File: src/rtl/mmap_protocol_engine.sv
// Byte-stream to memory-map bridge: decodes UART command packets into
// single-cycle read/write requests and returns read data MSB-first as bytes.
module mmap_protocol_engine (
  input  logic        clk,
  input  logic        rst,
  input  logic [7:0]  rx_data,
  input  logic        new_rx_data,
  output logic [7:0]  tx_data,
  output logic        new_tx_data,
  input  logic        tx_busy,
  output logic        m_new_cmd,
  output logic        m_write,
  output logic [5:0]  m_cmd,
  output logic [31:0] m_address,
  output logic [31:0] m_data,
  input  logic [31:0] s_data,
  input  logic        s_drdy
);

  typedef enum logic [3:0] {
    IDLE, CNT_HI, CNT_LO, ADDR, WDATA, WR_NEXT, RD_WAIT, TX, TX_SKIP
  } state_t;

  state_t      state_q;
  logic [15:0] count_q;
  logic [31:0] shift_q;
  logic [1:0]  bcnt_q;
  logic [7:0]  tx_data_q;
  logic        new_tx_q;
  logic        m_new_cmd_q;
  logic        m_write_q;
  logic [5:0]  m_cmd_q;
  logic [31:0] m_address_q;
  logic [31:0] m_data_q;

  assign tx_data     = tx_data_q;
  assign new_tx_data = new_tx_q;
  assign m_new_cmd   = m_new_cmd_q;
  assign m_write     = m_write_q;
  assign m_cmd       = m_cmd_q;
  assign m_address   = m_address_q;
  assign m_data      = m_data_q;

  always_ff @(posedge clk or posedge rst) begin
    if (rst) begin
      state_q     <= IDLE;
      count_q     <= '0;
      shift_q     <= '0;
      bcnt_q      <= '0;
      tx_data_q   <= '0;
      new_tx_q    <= 1'b0;
      m_new_cmd_q <= 1'b0;
      m_write_q   <= 1'b0;
      m_cmd_q     <= '0;
      m_address_q <= '0;
      m_data_q    <= '0;
    end else begin
      // Strobes are single-cycle by construction: cleared every cycle unless re-armed.
      m_new_cmd_q <= 1'b0;
      new_tx_q    <= 1'b0;
      case (state_q)
        IDLE: if (new_rx_data) begin
          m_write_q <= rx_data[7];
          m_cmd_q   <= rx_data[5:0];
          state_q   <= CNT_HI;
        end
        CNT_HI: if (new_rx_data) begin
          count_q[15:8] <= rx_data;
          state_q       <= CNT_LO;
        end
        CNT_LO: if (new_rx_data) begin
          count_q[7:0] <= rx_data;
          bcnt_q       <= '0;
          state_q      <= ADDR;
        end
        ADDR: if (new_rx_data) begin
          shift_q <= {shift_q[23:0], rx_data};
          bcnt_q  <= bcnt_q + 2'd1;
          if (bcnt_q == 2'd3) begin
            m_address_q <= {shift_q[23:0], rx_data};
            if (m_write_q) begin
              state_q <= WDATA;
            end else begin
              m_new_cmd_q <= 1'b1;
              state_q     <= RD_WAIT;
            end
          end
        end
        WDATA: if (new_rx_data) begin
          shift_q <= {shift_q[23:0], rx_data};
          bcnt_q  <= bcnt_q + 2'd1;
          if (bcnt_q == 2'd3) begin
            m_data_q    <= {shift_q[23:0], rx_data};
            m_new_cmd_q <= 1'b1;
            state_q     <= WR_NEXT;
          end
        end
        // Address advances only after the strobe cycle so m_address stays valid with it.
        WR_NEXT: begin
          if (count_q != 16'd0) begin
            m_address_q <= m_address_q + 32'd1;
            count_q     <= count_q - 16'd1;
            state_q     <= WDATA;
          end else begin
            state_q <= IDLE;
          end
        end
        RD_WAIT: if (s_drdy) begin
          shift_q <= s_data;
          bcnt_q  <= '0;
          state_q <= TX;
        end
        TX: if (!tx_busy) begin
          tx_data_q <= shift_q[31:24];
          new_tx_q  <= 1'b1;
          shift_q   <= {shift_q[23:0], 8'h00};
          bcnt_q    <= bcnt_q + 2'd1;
          state_q   <= TX_SKIP;
        end
        // One idle cycle lets the transmitter raise tx_busy; bcnt wraps to 0 after byte 4.
        TX_SKIP: begin
          if (bcnt_q != 2'd0) begin
            state_q <= TX;
          end else if (count_q != 16'd0) begin
            m_address_q <= m_address_q + 32'd1;
            count_q     <= count_q - 16'd1;
            m_new_cmd_q <= 1'b1;
            state_q     <= RD_WAIT;
          end else begin
            state_q <= IDLE;
          end
        end
        default: state_q <= IDLE;
      endcase
    end
  end

endmodule

File: config.mk
export PLATFORM = sky130hd
export DESIGN_NAME = mmap_protocol_engine
export DESIGN_NICKNAME = d
export VERILOG_FILES = /design/src/rtl/mmap_protocol_engine.sv
export SDC_FILE = /design/constraint.sdc
export NUM_CORES = 1
export LEC_CHECK = 0
export CORE_MARGIN = 4
export CORE_UTILIZATION = 57
export CTS_CLUSTER_SIZE = 20
export DETAILED_ROUTE_END_ITERATION = 7
export GPL_TIMING_DRIVEN = 0
export PLACE_DENSITY_LB_ADDON = 0.15
export SYNTH_ARGS = -nofsm -noshare
export SYNTH_HDL_FRONTEND = slang
export SYNTH_SLANG_ARGS = --single-unit
File: constraint.sdc
create_clock -name clk -period 8.7 [get_ports clk]
set_clock_uncertainty 0.15 [all_clocks]
set_input_delay 1.74 -clock clk [delete_from_list [all_inputs] [get_ports clk]]
set_output_delay 1.74 -clock clk [all_outputs]
set_load 0.01 [all_outputs]
Yosys cells after proc, flatten, opt, wreduce, memory -nomap -nowiden
Cells that the tools add are included.
{"block": "word_totals", "word_cells": 97, "output_inout_bits": 81, "in_bits": 45, "ff_bits": 135}
{"block": "classes", "n_reduce_logical": 18, "muxes": 43, "bitwise": 1, "add_sub_neg": 3, "n_eq_ne": 20}
{"op": "2-to-1 mux 32 bit", "n": 7}
{"op": "one-hot mux 32 bit (3 select lines)", "n": 2}
{"op": "one-hot mux 8 bit (3 select lines)", "n": 2}
{"op": "2-to-1 mux 4 bit", "n": 10}
{"op": "one-hot mux 4 bit (9 select lines)", "n": 1}
{"op": "adder 32 x 1 -> 32 bit, second input constant", "n": 1}
{"op": "2-to-1 mux 16 bit", "n": 2}
{"op": "!= test 2 bit, second input constant", "n": 10}
{"op": "== test 4 x 3 -> 1 bit, second input constant", "n": 4}
{"op": "nonzero test 16 bit", "n": 1}
{"op": "subtractor 16 x 1 -> 16 bit, second input constant", "n": 1}
{"op": "nonzero test 3 bit", "n": 4}
{"op": "2-to-1 mux 2 bit", "n": 5}
{"op": "2-to-1 mux 1 bit", "n": 9}
{"op": "AND reduction 3 bit", "n": 3}
{"op": "AND reduction 9 bit", "n": 1}
{"op": "== test 4 x 2 -> 1 bit, second input constant", "n": 2}
{"op": "2-to-1 mux 8 bit", "n": 1}
{"op": "one-hot mux 2 bit (4 select lines)", "n": 1}
{"op": "AND reduction 4 bit", "n": 2}
{"op": "2-to-1 mux 3 bit", "n": 2}
{"op": "AND reduction 5 bit", "n": 1}
{"op": "== test 4 x 1 -> 1 bit, second input constant", "n": 1}
{"op": "== test 4 bit, second input constant", "n": 1}
{"op": "10 further kinds", "n": 11}

Logic depth before layout (Yosys ltp)
Gate-level depths: netlist (run 1).
{"block": "depth", "depth_word": 4, "depth_mapped": 9, "depth_no_buf": 7}

Worst setup path before layout (run 1)
OpenSTA, ideal clock, no wires.
{"block": "synth_path", "path_kind": "input port to flip-flop", "from": "input port new_rx_data", "to": "register shift_q[17]", "stages": 6, "arrival_ns": 2.827, "setup_ns": 0.084, "n_path_buf": 1, "slack_ns": 5.640, "required_time_ns": 8.466, "cell_sequence": "and3b_1 o21a_1 o21ai_1 clkbuf_1 nand2_1 o21ai_0"}
{"block": "synth_via", "elab_chain_len": 2}
{"element": "start: declaration", "line_no": "7", "text": "input logic new_rx_data,"}
{"element": "!= test 2 x 1 -> 1 bit (no source line)"}
{"element": "AND reduction 4 bit (no source line)"}
{"element": "end signal: assignment", "line_no": "77", "text": "shift_q <= {shift_q[23:0], rx_data};"}
{"element": "end signal: assignment", "line_no": "90", "text": "shift_q <= {shift_q[23:0], rx_data};"}
{"element": "end signal: assignment", "line_no": "109", "text": "shift_q <= s_data;"}
{"element": "end: declaration", "line_no": "26", "text": "logic [31:0] shift_q;"}
Every way passes these cells.
A chain may end at the register's enable or synchronous reset.

Worst setup path after layout (run 1)
Ends and elaborated chain as after synthesis.

==> results.py, run 1 <==
metrics = {
    "status": {
        "outcome": "finished, final reports clean",
    },
    "routing": {
        "vias": 6473,
        "postRouteAntennaNets": 0,
        "viasPerCell": 6.51,
        "wirelength_mm": 22.6,
        "post_drt_wl_per_cell_um": 22.7,
        "firstDrtPassIters": 8,
        "first_iter_violations": 794,
        "drc": 0,
    },
    "layout": {
        "fill_cells": 889,
        "final_nets": 886,
        "drive_gt1_share_pct": 16.7,
        "num_antenna_cells": 0,
        "area_growth_pct": 28.6,
    },
    "synthesis": {
        "yosysWarnings": 0,
        "synth_nets": 741,
        "ys_types": 72,
        "synthesis.instances": 691,
        "yosysTopAreaCellShare_pct": 48.2,
        "syn-cell-area_sq_um": 7010,
        "ys_ff_latch": 135,
        "synth_area_leaders": "dfrtp_1 (48%), mux2_2 (7.7%), nand2_1 (3.9%)",
        "synth_edf_count": 0,
        "postSynthAreaPerCell_sq_um": 10.1,
        "synth_top_cells_by_count": "dfrtp_1 (135), nand2_1 (72), o21ai_0 (54)",
        "yosysMostFrequentCell": "dfrtp_1",
        "ys.flop_type": "dfrtp_1",
        "ys_seq_area_share_pct": 48.2,
        "yosysTopAreaCell": "dfrtp_1",
        "async_flop_share_pct": 100,
    },
    "grt": {
        "antenna_found_initial": 0,
        "first_global_vias": 6459,
        "grt_max_degree": 104,
        "grt_pass1_wl_mm": 35.8,
        "overflow": 0,
        "grt_usage_pct": 32.5,
    },
    "cts": {
        "ctsResizeCount": 0,
        "cts_buffer_depth": 2,
        "h-tree-depth": 4,
        "cts_root_buffer": "clkbuf_16",
        "numClockSinks": 135,
        "clk_pin_slew_worst_paths_ns": 0.06,
        "hold_buffers": 0,
        "clock_latency_ns": 0.42,
        "cts_setup_buffers": 0,
        "cts_buffers": 17,
        "tritoncts": "yes",
    },
    "floorplanning": {
        "pin_count": 126,
        "rows": 40,
        "die_h_um": 119,
        "die_area_sq_um": 14100,
        "start_util_pct": 58.4,
        "dieWidth_um": 119,
        "design.core.area_sq_um": 12000,
    },
    "timing": {
        "rsz0062_at_grt": "no",
        "clock.fmax_mhz": 254,
        "whs_ns": 0.342,
        "maxSlewHeadroom_pct": 34.8,
        "hold_viol": 0,
        "final.min_clock_period_ns": 3.93,
        "period_share_pct": 45.2,
        "tightest_slew_ns": 0.971,
        "setup_viol": 0,
        "maxSlewViolCount": 0,
        "finalSetupTns_ns": 0,
    },
    "critical_path": {
        "timing.rr.end": "tx_data[7]",
        "worst_setup_path_end_kind": "flip-flop",
        "reg2reg_from": "state_q[3]",
        "worst-setup-path-type": "input port to flip-flop",
        "r2r_cells": 5,
        "crit_fanout": 10,
        "r2r_slack_ns": 5.95,
        "required_ns": 8.86,
        "worstPathArrival_ns": 4.09,
        "start_kind": "input port",
    },
    "worst_hold_path": {
        "hp-class": "flip-flop to flip-flop",
        "min_to": "shift_q[26]",
        "min-delay-start": "shift_q[26]",
        "holdPathStages": 2,
    },
    "placement": {
        "port_buffers": 125,
        "gp_congestion": 0.933,
        "hpwl_mm": 16.2,
    },
    "power": {
        "p_per_area_nw_per_um2": 384,
        "p_leak_nw": 3.78,
        "vdd_drop_max_mv": 0.176,
    },
    "run": {
        "drv_cap": 0,
    },
}
[cells by family after synthesis]
kind of cell,share of synthesized area (%)
simple gates,15.2
mux,11.5
compound gates,20.3
fa+ha+maj,0.892
buf+inv,3.93
flops,48.2
[cell usage in the layout, fill, tap and decap left out, types with 6 or more instances in the layout]
cell,instances
dfrtp_1,135
clkdlybuf4s50_1,125
nand2_1,72
o21ai_0,54
mux2_2,48
nor2_1,40
a21oi_1,40
buf_2,25
mux2i_1,25
nand3_1,18
clkbuf_16,17
nand4_1,16
a31oi_1,15
o22a_1,15
inv_1,15
o22ai_1,13
clkbuf_1,13
nor3_1,11
a2bb2oi_1,11
and3_1,9
a21oi_2,8
a22oi_1,8
o31ai_1,6
[worst max-delay path by stage]
stage	start	to
after detailed placement	new_rx_data	shift_q[24]
after global routing	new_rx_data	shift_q[17]
after floorplan	rst	bcnt_q[0]
after global placement	rst	shift_q[4]
after CTS	new_rx_data	shift_q[17]
final	new_rx_data	shift_q[17]
[metrics by stage]
step	area, sq um	setup slack [ns]	cells	power, mW	util [%]
2_1_floorplan	7010	3.20	691	2.08	-
3_5_place_dp	8480	4.40	964	2.77	70.6
6_report	9010	4.77	995	3.46	75.0
4_1_cts	9010	4.80	995	3.44	75.0
5_1_grt	9010	4.63	995	3.66	75.0
3_3_place_gp	8450	1.38	963	2.70	70.3
[report_power, final]
part           switching, mW  total (mW)  internal [mW]
logic                  0.888        1.62          0.734
registers              0.292        1.18          0.887
clock network          0.278       0.656          0.378
[area by class of cell]
type / instances / area (sq um) / share of cell area, %
well taps: 147 / 184 / 2.04
flip-flops and latches: 135 / 3380 / 37.5
inverters: 16 / 65.1 / 0.722
repair buffers: 126 / 1280 / 14.2
clock inverters: 10 / 73.8 / 0.819
clock buffers: 21 / 460 / 5.11
multi-input cells: 498 / 3360 / 37.2
plain buffers: 42 / 215 / 2.39
[flip-flops by register name (all words and copies together), names as in the netlist]
signal and count:
shift_q 32, count_q 16, state_q 4, new_tx_data 1, m_address 32, m_new_cmd 1
m_data 32, bcnt_q 2, m_cmd 6, tx_data 8, m_write 1
[critical path, stage by stage]
cell	delay [ns]
clkdlybuf4s50_1	0.50
and3b_1	0.23
o21a_1	0.16
o21ai_1	0.75
clkbuf_1	0.42
nand2_1	0.13
o21ai_0	0.14
[layer usage]
layer,wire length [um],up-vias,part of all wire (%),global-route usage (%)
li1,-,2864,-,-
met1,8660,3201,38,40.3
met2,11300,329,50,53.8
met3,1570,79,6.9,6.65
met4,1070,0,4.7,16.7
met5,0,-,0,0
Note: power is estimated with default switching activity, not from simulation.
==> run 2: changes to the inputs <==
--- a/config.mk
+++ b/config.mk
@@ -6,7 +6,7 @@
 export NUM_CORES = 1
 export LEC_CHECK = 0
 export CORE_MARGIN = 4
-export CORE_UTILIZATION = 57
+export CORE_UTILIZATION = 53
 export CTS_CLUSTER_SIZE = 20
 export DETAILED_ROUTE_END_ITERATION = 7
 export GPL_TIMING_DRIVEN = 0
==> constraint.sdc (replaced) <==
create_clock -name clk -period 3.8 [get_ports clk]
set_clock_uncertainty 0.15 [all_clocks]
set_input_delay 0.76 -clock clk [delete_from_list [all_inputs] [get_ports clk]]
set_output_delay 0.76 -clock clk [all_outputs]
set_load 0.01 [all_outputs]
==> run 2 against run 1 <==
Routed wire length shrank 1.8%. Via count grew 0.20%. Cell count grew 2.8%. First-iteration DRC count shrank 13%. Hold slack lost 0.00064 ns. Flip-flop and latch count is the same. Clock power grew 150%. Worst setup slack lost 3.8 ns. Combinational power grew 130%. Critical endpoint is now shift_q[0]. Largest power group unchanged.
==> results.py, run 2 (synthesis results as in run 1) <==
metrics = {
    "cts": {
        "h-tree-depth": 4,
        "clock_latency_ns": 0.42,
        "cts_buffer_depth": 2,
        "hold_buffers": 0,
        "cts_root_buffer": "clkbuf_16",
        "cts_setup_buffers": 0,
        "numClockSinks": 135,
        "ctsResizeCount": 0,
        "cts_buffers": 17,
        "tritoncts": "yes",
        "clk_pin_slew_worst_paths_ns": 0.06,
    },
    "timing": {
        "maxSlewHeadroom_pct": 39.3,
        "tightest_slew_ns": 0.905,
        "rsz0062_at_grt": "no",
        "clock.fmax_mhz": 353,
        "whs_ns": 0.341,
        "finalSetupTns_ns": 0,
        "final.min_clock_period_ns": 2.83,
        "maxSlewViolCount": 0,
        "fin_ws_ns": 0.969,
        "hold_viol": 0,
        "period_share_pct": 74.5,
        "setup_viol": 0,
    },
    "critical_path": {
        "worstPathArrival_ns": 2.96,
        "start_kind": "input port",
        "worst-setup-path-type": "input port to flip-flop",
        "crit_fanout": 10,
        "required_ns": 3.93,
        "worst_setup_path_end_kind": "flip-flop",
    },
    "routing": {
        "firstDrtPassIters": 5,
        "post_drt_wl_per_cell_um": 21.7,
        "drc": 0,
        "postRouteAntennaNets": 0,
        "highest_layer": "met4",
        "vias": 6486,
        "met3_length_mm": 1.43,
        "wirelength_mm": 22.2,
        "wl_met1_mm": 8.98,
        "first_iter_violations": 689,
        "viasPerCell": 6.34,
        "wl_met2_mm": 10.9,
    },
    "layout": {
        "drive_gt1_share_pct": 17.3,
        "final_cell_mix": "dfrtp_1 (135), clkdlybuf4s50_1 (125), nand2_1 (72)",
        "num_antenna_cells": 0,
        "design_area_sq_um": 9120,
        "layout_commonest_cell": "dfrtp_1",
        "area_growth_pct": 30.1,
        "final_nets": 888,
    },
    "grt": {
        "antenna_found_initial": 0,
        "grt_max_degree": 45,
        "grt_pass1_wl_mm": 34.2,
        "grt_usage_pct": 29.7,
        "first_global_vias": 6260,
        "overflow": 0,
    },
    "status": {
        "outcome": "finished, final reports clean",
    },
    "power": {
        "p_leak_nw": 3.82,
        "vdd_drop_max_mv": 0.384,
        "finalPower_mw": 8.00,
        "p_per_area_nw_per_um2": 877,
    },
    "placement": {
        "gp_congestion": 0.913,
        "place_area_sq_um": 8540,
        "port_buffers": 125,
        "dpl_worst_slack_ns": 0.531,
        "hpwl_mm": 16.2,
    },
    "floorplanning": {
        "pin_count": 126,
        "rows": 41,
        "die_h_um": 123,
        "start_util_pct": 54.9,
        "dieWidth_um": 123,
        "design.core.area_sq_um": 12800,
        "die_area_sq_um": 15100,
    },
    "run": {
        "drv_cap": 0,
    },
    "worst_hold_path": {
        "hp-class": "flip-flop to flip-flop",
    },
}
==> run 2: power by group <==
part | internal, mW | leakage (nW) | switching [mW]
sequential | 2.03 | 1.69 | 0.667
combinational | 1.68 | 1.85 | 1.99
clock | 0.967 | 0.276 | 0.662
total | 4.68 | 3.82 | 3.32
==> run 2: per-layer routing <==
metal  track usage (%)  vias to the layer above
li1                  -                     2879
met4              15.1                        0
met5                 0                        -
met2              47.7                      329
met3              4.89                       65
met1              39.0                     3213
==> run 2: layout make-up <==
cell class | instances | area, sq um
clock inverter | 15 | 154
multi-input combinational | 498 | 3360
fill | 960 | 3650
buffer | 42 | 215
inverter | 16 | 63.8
clock buffer | 17 | 425
tap | 172 | 215
timing repair buffer | 128 | 1310
sequential | 135 | 3380
==> run 2: through the flow <==
stage	cells	util [%]
2_1_floorplan	691	-
3_3_place_gp	988	66.4
3_5_place_dp	991	66.9
4_1_cts	1023	71.4
5_1_grt	1023	71.4
6_report	1023	71.4
==> run 2: worst max-delay path: stages <==
cell and delay, ns:
clkdlybuf4s50_1 0.50, and3b_1 0.23, o21a_1 0.16, o21ai_1 0.70, clkbuf_1 0.44, o21ai_0 0.17
==> run 2: path summary, 6_finish.rpt <==
check                            start  slack, ns  depth (start not counted)            end
setup / recovery           new_rx_data       0.97                          6     shift_q[0]
hold / removal             shift_q[24]       0.34                          2    shift_q[24]
setup reg to reg            state_q[0]       1.06                          5     m_data[10]
hold reg to reg            shift_q[24]       0.34                          2    shift_q[24]
max in group asynchronous          rst       1.80                          5     count_q[5]
min in group asynchronous          rst       0.58                          2  m_address[22]
==> run 3: changes to the inputs <==
--- a/config.mk
+++ b/config.mk
@@ -6,7 +6,7 @@
 export NUM_CORES = 1
 export LEC_CHECK = 0
 export CORE_MARGIN = 4
-export CORE_UTILIZATION = 53
+export CORE_UTILIZATION = 48
 export CTS_CLUSTER_SIZE = 20
 export DETAILED_ROUTE_END_ITERATION = 7
 export GPL_TIMING_DRIVEN = 0
==> constraint.sdc (replaced) <==
create_clock -name clk -period 2.3 [get_ports clk]
set_clock_uncertainty 0.15 [all_clocks]
set_input_delay 0.46 -clock clk [delete_from_list [all_inputs] [get_ports clk]]
set_output_delay 0.46 -clock clk [all_outputs]
set_load 0.01 [all_outputs]
==> run 3 against run 2 <==
Sequential power rose by 69%. Clock power up 77%. Count of clock-buffer cells in the layout grew 1. Routed wire length increased by 7.3%. First-iteration DRC count is 10% lower. Global-route usage down 0.59 points. Cell count is 3.0% higher. Critical path type is now flip-flop to flip-flop. Critical endpoint is now count_q[13]. Highest routed layer unchanged.
==> results.py, run 3 (synthesis results as in run 1) <==
metrics = {
    "routing": {
        "post_drt_wl_per_cell_um": 22.6,
        "drc": 0,
        "first_iter_violations": 617,
        "wirelength_mm": 23.8,
        "viasPerCell": 6.26,
        "postRouteAntennaNets": 0,
        "firstDrtPassIters": 5,
        "vias": 6593,
    },
    "placement": {
        "place_area_sq_um": 8550,
        "gp_congestion": 0.917,
        "port_buffers": 125,
        "hpwl_mm": 16.9,
    },
    "critical_path": {
        "worst_setup_path_end_kind": "flip-flop",
        "required_ns": 2.47,
        "worst-setup-path-type": "flip-flop to flip-flop",
        "worstPathArrival_ns": 2.43,
        "cp_slowest_cell": "dfrtp_1",
        "r2r_slack_ns": 0.04,
        "reg2reg_from": "count_q[5]",
        "critPathMaxStageDelay_ns": 0.45,
        "start_kind": "flip-flop",
        "crit_chain": "nor4_4 > and4_1 > buf_6 > o22ai_4 > o21a_1 > buf_4 > a22o_1",
        "worstSetupStartpoint": "count_q[5]",
        "crit_fanout": 8,
    },
    "grt": {
        "grt_usage_pct": 29.1,
        "overflow": 0,
        "first_global_vias": 6479,
        "grt_pass1_wl_mm": 37.1,
        "grt_max_degree": 46,
        "antenna_found_initial": 0,
    },
    "cts": {
        "h-tree-depth": 4,
        "clk_pin_slew_worst_paths_ns": 0.06,
        "hold_buffers": 0,
        "tritoncts": "yes",
        "numClockSinks": 135,
        "cts_buffers": 17,
        "cts_buffer_depth": 2,
        "clock_latency_ns": 0.43,
        "cts_root_buffer": "clkbuf_16",
    },
    "status": {
        "outcome": "finished, final reports clean",
    },
    "power": {
        "vdd_drop_max_mv": 0.676,
        "p_leak_nw": 4.05,
        "p_per_area_nw_per_um2": 1460,
    },
    "floorplanning": {
        "dieWidth_um": 129,
        "die_h_um": 129,
        "rows": 43,
        "die_area_sq_um": 16600,
        "pin_count": 126,
        "start_util_pct": 49.7,
        "design.core.area_sq_um": 14100,
    },
    "timing": {
        "rsz0062_at_grt": "yes",
        "period_share_pct": 98.3,
        "final.min_clock_period_ns": 2.26,
        "setup_viol": 0,
        "tightest_slew_ns": 0.573,
        "hold_viol": 0,
        "clock.fmax_mhz": 442,
        "finalSetupTns_ns": 0,
        "maxSlewHeadroom_pct": 61.5,
        "maxSlewViolCount": 0,
    },
    "layout": {
        "design_area_sq_um": 9600,
        "final_nets": 911,
        "num_antenna_cells": 0,
        "drive_gt1_share_pct": 22.3,
        "final_cell_mix": "dfrtp_1 (131), clkdlybuf4s50_1 (125), nand2_1 (71)",
        "area_growth_pct": 36.9,
        "final_util_pct": 68.1,
        "layout_commonest_cell": "dfrtp_1",
    },
    "run": {
        "drv_cap": 0,
    },
    "worst_hold_path": {
        "hp-class": "input port to asynchronous set/reset pin",
    },
}
[run 3: cell types whose count changed in the layout (fill, tap and decap cells not counted), sizes merged]
cell      previous run  this run
buf                 34        53
clkinv               6         0
clkbuf              28        33
inv                 18        23
bufinv               2         3
clkinvlp             5         4
[run 3: area by class of cell]
class	instances	area [sq um]
Inverter	16	63.8
Sequential cell	135	3380
Multi-Input combinational cell	498	3550
Clock inverter	14	188
Clock buffer	18	429
Timing Repair Buffer	151	1500
Fill cell	1130	4500
Buffer	42	269
Tap cell	180	225
[run 3: what timing repair did]
item	4_1_cts	5_1_grt
resized for setup	30	37
setup endpoints to repair	121	114
pin swaps	6	8
setup buffers	14	9
gates cloned	0	0
[run 3: where the power goes]
part | switching [mW] | internal (mW) | total (mW)
Sequential | 1.21 | 3.36 | 4.57
Clock | 1.14 | 1.74 | 2.88
Combinational | 3.47 | 3.09 | 6.56
Total | 5.82 | 8.19 | 14.0
[run 3: worst paths after layout]
path                            cells past startpoint       endpoint
max in group asynchronous                           4     shift_q[3]
worst max-delay path                                7    count_q[13]
min in group clk                                    2    shift_q[25]
worst min-delay path                                2  m_address[29]
worst max register to register                      7    count_q[13]
worst min register to register                      2    shift_q[25]
[run 3: critical path: cells and delay by family, from the launching register on]
family / cells / cell delay (ns)
buffers and inverters: 2 / 0.32
AOI/OAI and AO/OA: 3 / 0.54
and+or+nand+nor: 2 / 0.69
DFF: 1 / 0.45
[run 3: stage by stage]
| stage | setup WS [ns] | power, mW | hold slack [ns] | cells |
|---|---|---|---|---|
| 5_1_grt | -0.0267 | 14.8 | 0.259 | 1054 |
| 3_5_place_dp | -0.647 | 10.5 | 0.320 | 999 |
| 4_1_cts | 0.00414 | 13.7 | 0.229 | 1045 |
| 6_report | 0.0391 | 14.0 | 0.226 | 1054 |
| 3_3_place_gp | -1.23 | 10.3 | 0.311 | 996 |
| 2_1_floorplan | 0.0108 | 7.87 | 0.294 | 691 |
[run 3: metal layers]
metal	global-route usage (%)	vias to the layer above	share of wire [%]
met5	0	-	0
met4	13.2	0	4.4
met3	5.56	80	7.4
met2	46.4	354	48
met1	38.6	3236	40
li1	-	2923	-
